## config.mk

```make
export PLATFORM = sky130hd
export DESIGN_NAME = lane_judge_engine
export DESIGN_NICKNAME = d
export VERILOG_FILES = /design/src/rtl/lane_judge_engine.sv
export SDC_FILE = /design/constraint.sdc
export NUM_CORES = 1
export LEC_CHECK = 0
export BUFFER_PORTS_ARGS = -buffer_cell sky130_fd_sc_hd__buf_4
export CAP_MARGIN = 10
export CELL_PAD_IN_SITES_DETAIL_PLACEMENT = 1
export CELL_PAD_IN_SITES_GLOBAL_PLACEMENT = 1
export CORE_MARGIN = 2
export CORE_UTILIZATION = 43
export DETAILED_ROUTE_END_ITERATION = 6
export GPL_TIMING_DRIVEN = 1
export PLACE_DENSITY = 0.79
export SETUP_SLACK_MARGIN = 0.15
export SLEW_MARGIN = 20
export SYNTH_ARGS = -nofsm -noshare
export SYNTH_HDL_FRONTEND = slang
export SYNTH_SLANG_ARGS = --single-unit
export TNS_END_PERCENT = 5
```

## constraint.sdc

```tcl
create_clock -name clk -period 12.1 [get_ports clk]
set_input_delay 1.815 -clock clk [delete_from_list [all_inputs] [get_ports clk]]
set_output_delay 1.815 -clock clk [all_outputs]
set_load 0.02 [all_outputs]
```

## src/rtl/lane_judge_engine.sv

```systemverilog
// rtl/lane_judge_engine.sv - note field, graded hit judgement and scoring for LANES x ROWS
// Hits are judged on the pre-shift field; a bit falling out of the bottom row counts as a miss.
module lane_judge_engine #(
  parameter int LANES    = 4,
  parameter int ROWS     = 16,
  parameter int HIT_ROW  = 14,
  parameter int GOOD_WIN = 1,
  parameter int PTS_PERF = 3,
  parameter int PTS_GOOD = 1,
  parameter int SCORE_W  = 32
) (
  input  logic                   clk,
  input  logic                   rst,
  input  logic                   tick,
  input  logic                   run,
  input  logic                   clear,
  input  logic [LANES-1:0]       spawn,
  input  logic [LANES-1:0]       key,
  output logic [LANES*ROWS-1:0]  field,
  output logic [SCORE_W-1:0]     score,
  output logic [15:0]            combo,
  output logic [15:0]            max_combo,
  output logic [1:0]             judge,
  output logic                   judge_vld
);

  localparam int CNT_W = 6;
  localparam int ADD_W = SCORE_W + 1;

  logic [LANES*ROWS-1:0] field_q, field_d;
  logic [SCORE_W-1:0]    score_q, score_d;
  logic [15:0]           combo_q, combo_d;
  logic [15:0]           max_combo_q, max_combo_d;
  logic [1:0]            judge_q, judge_d;
  logic                  judge_vld_q, judge_vld_d;
  logic [LANES-1:0]      key_prev_q;

  logic [LANES-1:0]      rise;
  logic [ROWS-1:0]       lane_v;
  logic                  found_v;
  logic [CNT_W-1:0]      p_cnt, g_cnt, m_cnt, h_cnt;
  logic [ADD_W-1:0]      score_add, score_sum;
  logic [16:0]           combo_sum;

  assign rise = key & ~key_prev_q;

  always_comb begin
    field_d = field_q;
    p_cnt   = '0;
    g_cnt   = '0;
    m_cnt   = '0;
    lane_v  = '0;
    found_v = 1'b0;
    for (int l = 0; l < LANES; l++) begin
      lane_v  = field_q[l*ROWS +: ROWS];
      found_v = 1'b0;
      if (run && rise[l]) begin
        // Search outward from the hit row, lower (later) row before upper at each distance.
        for (int d = 0; d <= GOOD_WIN; d++) begin
          if (!found_v && lane_v[HIT_ROW+d]) begin
            found_v          = 1'b1;
            lane_v[HIT_ROW+d] = 1'b0;
            if (d == 0) p_cnt = p_cnt + CNT_W'(1);
            else        g_cnt = g_cnt + CNT_W'(1);
          end
          if (d != 0 && !found_v && lane_v[HIT_ROW-d]) begin
            found_v          = 1'b1;
            lane_v[HIT_ROW-d] = 1'b0;
            g_cnt            = g_cnt + CNT_W'(1);
          end
        end
      end
      if (run && tick) begin
        if (lane_v[ROWS-1]) m_cnt = m_cnt + CNT_W'(1);
        lane_v = {lane_v[ROWS-2:0], spawn[l]};
      end
      field_d[l*ROWS +: ROWS] = lane_v;
    end
  end

  always_comb begin
    h_cnt     = p_cnt + g_cnt;
    score_add = ADD_W'(p_cnt) * ADD_W'(PTS_PERF) + ADD_W'(g_cnt) * ADD_W'(PTS_GOOD);
    score_sum = {1'b0, score_q} + score_add;
    score_d   = score_sum[SCORE_W] ? '1 : score_sum[SCORE_W-1:0];

    combo_sum   = ((m_cnt != '0) ? 17'd0 : {1'b0, combo_q}) + 17'(h_cnt);
    combo_d     = combo_sum[16] ? 16'hFFFF : combo_sum[15:0];
    max_combo_d = (combo_d > max_combo_q) ? combo_d : max_combo_q;

    judge_vld_d = (h_cnt != '0) || (m_cnt != '0);
    if (m_cnt != '0)      judge_d = 2'd3;
    else if (g_cnt != '0) judge_d = 2'd2;
    else if (p_cnt != '0) judge_d = 2'd1;
    else                  judge_d = judge_q;
  end

  always_ff @(posedge clk or posedge rst) begin
    if (rst) begin
      field_q     <= '0;
      score_q     <= '0;
      combo_q     <= '0;
      max_combo_q <= '0;
      judge_q     <= '0;
      judge_vld_q <= 1'b0;
      key_prev_q  <= '0;
    end else if (clear) begin
      field_q     <= '0;
      score_q     <= '0;
      combo_q     <= '0;
      max_combo_q <= '0;
      judge_q     <= '0;
      judge_vld_q <= 1'b0;
      key_prev_q  <= '0;
    end else begin
      field_q     <= field_d;
      score_q     <= score_d;
      combo_q     <= combo_d;
      max_combo_q <= max_combo_d;
      judge_q     <= judge_d;
      judge_vld_q <= judge_vld_d;
      key_prev_q  <= key;
    end
  end

  assign field     = field_q;
  assign score     = score_q;
  assign combo     = combo_q;
  assign max_combo = max_combo_q;
  assign judge     = judge_q;
  assign judge_vld = judge_vld_q;

endmodule

```

==> results of run 1 <==
[metrics by stage]
step / util, % / setup slack [ps]
2_1_floorplan: - / 2228
3_3_place_gp: 50.32 / 1583
3_5_place_dp: 50.32 / 1240
4_1_cts: 53.64 / 1593
5_1_grt: 53.64 / 880.1
6_report: 53.64 / 1529
[cell usage after synthesis (all sizes together) (3+ instances only)]
cell     count  area share [%]
a2111oi      6            0.73
a211oi       8            0.75
a21o         8            0.75
a21oi      113             7.1
a311oi       3            0.33
a31oi       11            0.85
and2        12            0.93
and3        11            0.85
and3b        5            0.56
and4         4            0.44
buf          4            0.22
clkbuf      35             1.6
dfrtp      135              42
fa          11             2.7
ha          49             7.6
inv         67             3.1
mux2         3            0.42
mux2i       10             1.2
nand2      151             7.1
nand2b       4            0.31
nand3       21             1.3
nand3b       5            0.51
nand4       12            0.93
nand4bb      3            0.42
nor2        58             2.7
nor2b       24             1.9
nor3        10            0.81
nor3b        5            0.47
o211ai       7            0.71
o21a         8            0.75
o21ai       27             1.7
or2          4            0.31
or3          4            0.37
xnor2       17             1.9
xor2        22             2.4
[layer usage]
| layer | vias to the layer above | wire, um | track usage, % |
|---|---|---|---|
| met5 | - | 0 | 0 |
| met4 | 0 | 299 | 6.105 |
| met3 | 20 | 894 | 5.061 |
| met2 | 122 | 10730 | 38.33 |
| met1 | 3523 | 10240 | 30.16 |
| li1 | 3345 | - | - |
[power groups by stage]
stage                     registers [mW]  clock network, mW  logic (mW)
after floorplan                    0.484                  0      0.0904
after global placement             0.476                  0       0.141
after detailed placement           0.476                  0       0.144
after CTS                          0.468              0.555       0.147
after global routing               0.469              0.574       0.162
final                              0.468              0.545       0.146
[worst reg2reg max path: cells and delay by family (launching register included)]
kind | cells | cell delay [ps]
adder cells (fa/ha/maj) | 9 | 2660
buffers and inverters | 3 | 460
flip-flops | 1 | 460
AO/OA/AOI/OAI | 17 | 3420
AND/OR/NAND/NOR | 11 | 2200
XOR/XNOR | 1 | 160
multiplexers | 1 | 270
[area by class of cell]
cell class	count	share of cell area, %
Clock buffer	18	4.422
Clock inverter	14	1.751
Inverter	67	2.583
Multi-Input combinational cell	661	43.10
Sequential cell	135	34.01
Tap cell	234	2.948
Timing Repair Buffer	148	11.19
[logic make-up after synthesis]
family                     synth area share (%)
and+or+nand+nor                           20.85
other                                   0.04658
muxes                                     1.663
buffers and inverters                     4.973
adders and majority gates                 10.35
AOI/OAI and AO/OA                         15.82
xor gates and xnor gates                  4.336
DFF                                       41.96
[state kept, by name, indices dropped and copies added, names as in the netlist]
| name | count |
|---|---|
| key_prev_q | 4 |
| judge_vld | 1 |
| max_combo | 16 |
| combo | 16 |
| judge | 2 |
| score | 32 |
| field | 64 |
[path summary, 6_finish.rpt]
path / to / slack, ps / start / cells past startpoint
setup / recovery: max_combo[14] / 1530 / run / 42
hold / removal: field[41] / 540 / field[40] / 2
setup reg to reg: max_combo[14] / 2360 / field[14] / 42
hold reg to reg: field[41] / 540 / field[40] / 2
max in group asynchronous: combo[7] / 9260 / rst / 3
min in group asynchronous: score[4] / 1470 / rst / 2
==> impl_metrics.toml, run 1 <==
[outcome]
status = "finished, final reports clean"

[detailed_routing]
wl_per_cell_um = 17.35
vias = 7010
ant_nets = 0
post_drt_via_cell_ratio = 5.489
drc = 0
drt_iter0_markers = 321
dr.pass1.iters = 4
routed_wl_mm = 22.16

[worst_setup_path]
worstPathArrival_ps = 10890
cp_common_cell = "ha_1"
crit_path_top_delay_cell = "o21ai_1"
cp_top_family = "compound AO/OA/AOI/OAI gates"
worstPathMaxFanout = 20
path_buf_inv = 4
slowest_delay_ps = 480
required_ps = 12420
worstSetupStartpointType = "primary input"
path_class = "in2reg"
cp-end-kind = "flip-flop"

[pwr]
power_leakage_nw = 4.839
p_int_uw = 842.2
comb_power_share_pct = 12.6
power_density_nw_per_um2 = 116.6
power.total_mw = 1.158
switching_share_pct = 27.29
clkPwrFrac_pct = 47.0
seqPwrFrac_pct = 40.4
vdd_drop_max_mv = 0.09719
power.switching_uw = 316.1

[clock_network]
cts.sinks = 135
clock-root-buffer = "clkbuf_16"
cts_resized = 0
path_clk_slew_ps = 60
h-tree-depth = 4
numCtsBuffers = 17
postCtsHoldBufs = 0
cts_buffer_depth = 2
cts_setup_buffers = 0
cts_tree = "done"
clkLatencyLatePin_ps = 430

[synth]
synth_flop_cell = "dfrtp_1"
ys_ff_latch = 135
ys_types = 70
ys_seq_area_share_pct = 41.96
syn-cell-area_um2 = 8051
syn_inst = 902
async_reset_ff_share_pct = 100.0
yosysWarnings = 0
synth_nets = 975
synth-edff-count = 0
syn_area_per_cell_um2 = 8.926

[global_routing]
grt_usage_pct = 22.88
grt_pass1_wl_mm = 36.67
gr-total-overflow = 0
grt_max_degree = 82
grt_pass1_vias = 7162
antenna_found_initial = 0

[layout]
multi_input_area_um2 = 4280
layout_commonest_cell = "nand2_1"
final_cells = 1277
final_area_um2 = 9932
seq_area_um2 = 3378
diodes = 0
fin_nets = 1103
nFillCells = 2189
drive_gt1_share_pct = 19.85
syn_to_final_growth_pct = 23.36
layout_common_cells = "149 x nand2_1, 148 x buf_4, 135 x dfrtp_1"

[placement]
placed_area_um2 = 9319
portBuffers = 143
dp_hpwl_mm = 15.08
dp.cells = 1245
place_congestion = 0.8343

[sta]
rsz0062_at_grt = "no"
timing.final.crit_share_pct = 87.36
setup_viol = 0
skew_ps = 9.647
maxSlewHeadroom_pct = 37.03
hold_ws_ps = 540.7
setup_tns_ps = 0
fmax_mhz = 94.60
hold_viol_final = 0
worst_pin_slew_ps = 944.5
finalMaxSlewViolations = 0
fin_crit_ps = 10570

[floorplanning]
ios = 144
die_area_um2 = 19830
initial_utilization_pct = 43.48
placementRows = 50
core_area_um2 = 18520
fp.dieH_um = 140.8
die_w_um = 140.8

[flow_run]
cap_viol_max_count = 0

[min_path]
min_path_type = "reg2reg"
Note: power is estimated with default switching activity, not from simulation.
==> inputs of run 2 (changes only) <==
- ABC_AREA: not set -> 1
- CORE_UTILIZATION: 43 -> 42
==> run 2 against run 1 <==
Synthesized cell count increased by 15%. First-iteration DRC count shrank 12%. Fmax is 5.6% higher. Synthesized area increased by 1.4%. Cell area is 1.7% higher. Register-to-register slack better by 510 ps. Global-route usage increased by 1.1 points. Combinational power down 32%. Largest power group unchanged. Highest routed layer unchanged.
==> impl_metrics.toml, run 2 <==
[outcome]
status = "finished, final reports clean"

[placement]
dp.cells = 1416
place_congestion = 0.8741
portBuffers = 143
placed_area_um2 = 9492
dp_hpwl_mm = 17.51

[sta]
setup_tns_ps = 0
rsz0062_at_grt = "no"
timing.final.crit_share_pct = 82.74
worst_pin_slew_ps = 981.7
setup_viol = 0
hold_viol_final = 0
fmax_mhz = 99.88
hold_ws_ps = 502.9
skew_ps = 11.81
maxSlewHeadroom_pct = 34.55
fin_crit_ps = 10010
finalMaxSlewViolations = 0

[worst_setup_path]
worstPathArrival_ps = 10310
cp_common_cell = "nand2_1"
cp-end-kind = "flip-flop"
cp_top_family = "simple AND/OR/NAND/NOR gates"
crit_path_top_delay_cell = "nand2_1"
worstSetupStartpointType = "primary input"
slowest_delay_ps = 550
path_class = "in2reg"
path_buf_inv = 7
worstPathMaxFanout = 23
required_ps = 12400

[flow_run]
cap_viol_max_count = 0

[synth]
synth_common_cells = "221 x inv_1, 180 x nand2_1, 135 x dfrtp_1"
ys_ff_latch = 135
ys_top_cells_by_area = "dfrtp_1 41%, inv_1 10%, nand2_1 8.3%"
synth_top_cell_by_area = "dfrtp_1"
synth-edff-count = 0
syn_area_per_cell_um2 = 7.882
synth_flop_cell = "dfrtp_1"
yosysWarnings = 0
ys_types = 45
syn-cell-area_um2 = 8165
synth_top_cell_area_share_pct = 41.37
async_reset_ff_share_pct = 100.0
yosysMostFrequentCell = "inv_1"
synth_nets = 1109
syn_inst = 1036
ys_seq_area_share_pct = 41.37

[detailed_routing]
drc = 0
dr.pass1.iters = 4
routed_wl_mm = 23.54
wl_per_cell_um = 16.26
ant_nets = 0
vias = 7328
post_drt_via_cell_ratio = 5.061
drt_iter0_markers = 281

[floorplanning]
ios = 144
die_w_um = 143.4
fp.dieH_um = 143.4
core_area_um2 = 18890
die_area_um2 = 20570
initial_utilization_pct = 43.22
placementRows = 50

[layout]
drive_gt1_share_pct = 17.68
layout_commonest_cell = "inv_1"
final_cells = 1448
largest_reg_flops = 64
nFillCells = 2382
fin_nets = 1248
syn_to_final_growth_pct = 23.72
diodes = 0
layout_common_cells = "220 x inv_1, 178 x nand2_1, 146 x buf_4"
final_area_um2 = 10100

[clock_network]
cts_tree = "done"
clkLatencyLatePin_ps = 430
h-tree-depth = 4
path_clk_slew_ps = 60
cts_buffer_depth = 2
numCtsBuffers = 17
cts.sinks = 135
clock-root-buffer = "clkbuf_16"
cts_setup_buffers = 0
cts_resized = 0
postCtsHoldBufs = 0

[global_routing]
antenna_found_initial = 0
grt_pass1_vias = 7655
gr-total-overflow = 0
grt_pass1_wl_mm = 39.07
grt_max_degree = 77
grt_usage_pct = 23.95

[pwr]
power.total_mw = 1.104
power_leakage_nw = 5.464
vdd_drop_max_mv = 0.09248
power_density_nw_per_um2 = 109.2

[min_path]
min_path_type = "reg2reg"
[run 2: report_power, final]
group	internal (mW)	switching, mW	total [mW]
clock network	0.313	0.230	0.543
registers	0.457	0.00453	0.462
logic	0.0293	0.0696	0.0989
[run 2: layout make-up]
cell class	instances	area, um2	area share, %
inverters	229	864.6	8.558
well taps	260	325.3	3.220
clock inverters	15	180.2	1.784
multi-input cells	646	3832	37.94
repair buffers	146	1096	10.85
flip-flops and latches	135	3378	33.44
clock buffers	17	425.4	4.211
[run 2: per-layer routing]
metal / track usage [%] / vias to the layer above / share of wire [%]
met4: 6.037 / 0 / 1.4
met1: 32.71 / 3589 / 47
met2: 39.67 / 111 / 48
met3: 4.132 / 26 / 3.7
met5: 0 / - / 0
li1: - / 3602 / -
[run 2: path summary, 6_finish.rpt]
| path | from | to | slack (ps) | depth (start not counted) |
|---|---|---|---|---|
| setup / recovery | run | max_combo[13] | 2090 | 46 |
| hold / removal | judge[0] | judge[0] | 500 | 2 |
| setup reg to reg | field[14] | max_combo[13] | 2870 | 51 |
| hold reg to reg | judge[0] | judge[0] | 500 | 2 |
| max in group asynchronous | rst | combo[0] | 9250 | 3 |
| min in group asynchronous | rst | score[21] | 1460 | 2 |
[run 2: cell families (layout without fill, tap and decap cells)]
family                   count (synthesis)  after routing  synth area share, %
buffers and inverters                  255            407                11.88
XOR/XNOR                                36             36                3.861
AND/OR/NAND/NOR                        381            381                20.82
AO/OA/AOI/OAI                          168            168                11.81
adder cells (fa/ha/maj)                 60             60                10.21
other                                    1              1              0.04593
flip-flops                             135            135                41.37
[run 2: through the flow]
stage	utilization, %	worst slack, ps
finish	53.47	2088
global route	53.47	1223
CTS	53.44	2064
detailed placement	50.24	1674
global placement	50.21	2074
floorplan	-	3324
[run 2: worst reg2reg max path: cells and delay by family, from the launching register on]
family          cells  cell delay (ps)
buf+inv             6              870
flops               1              400
compound gates      2              530
simple gates       33             4570
xor+xnor            1              170
fa+ha+maj           9             2600
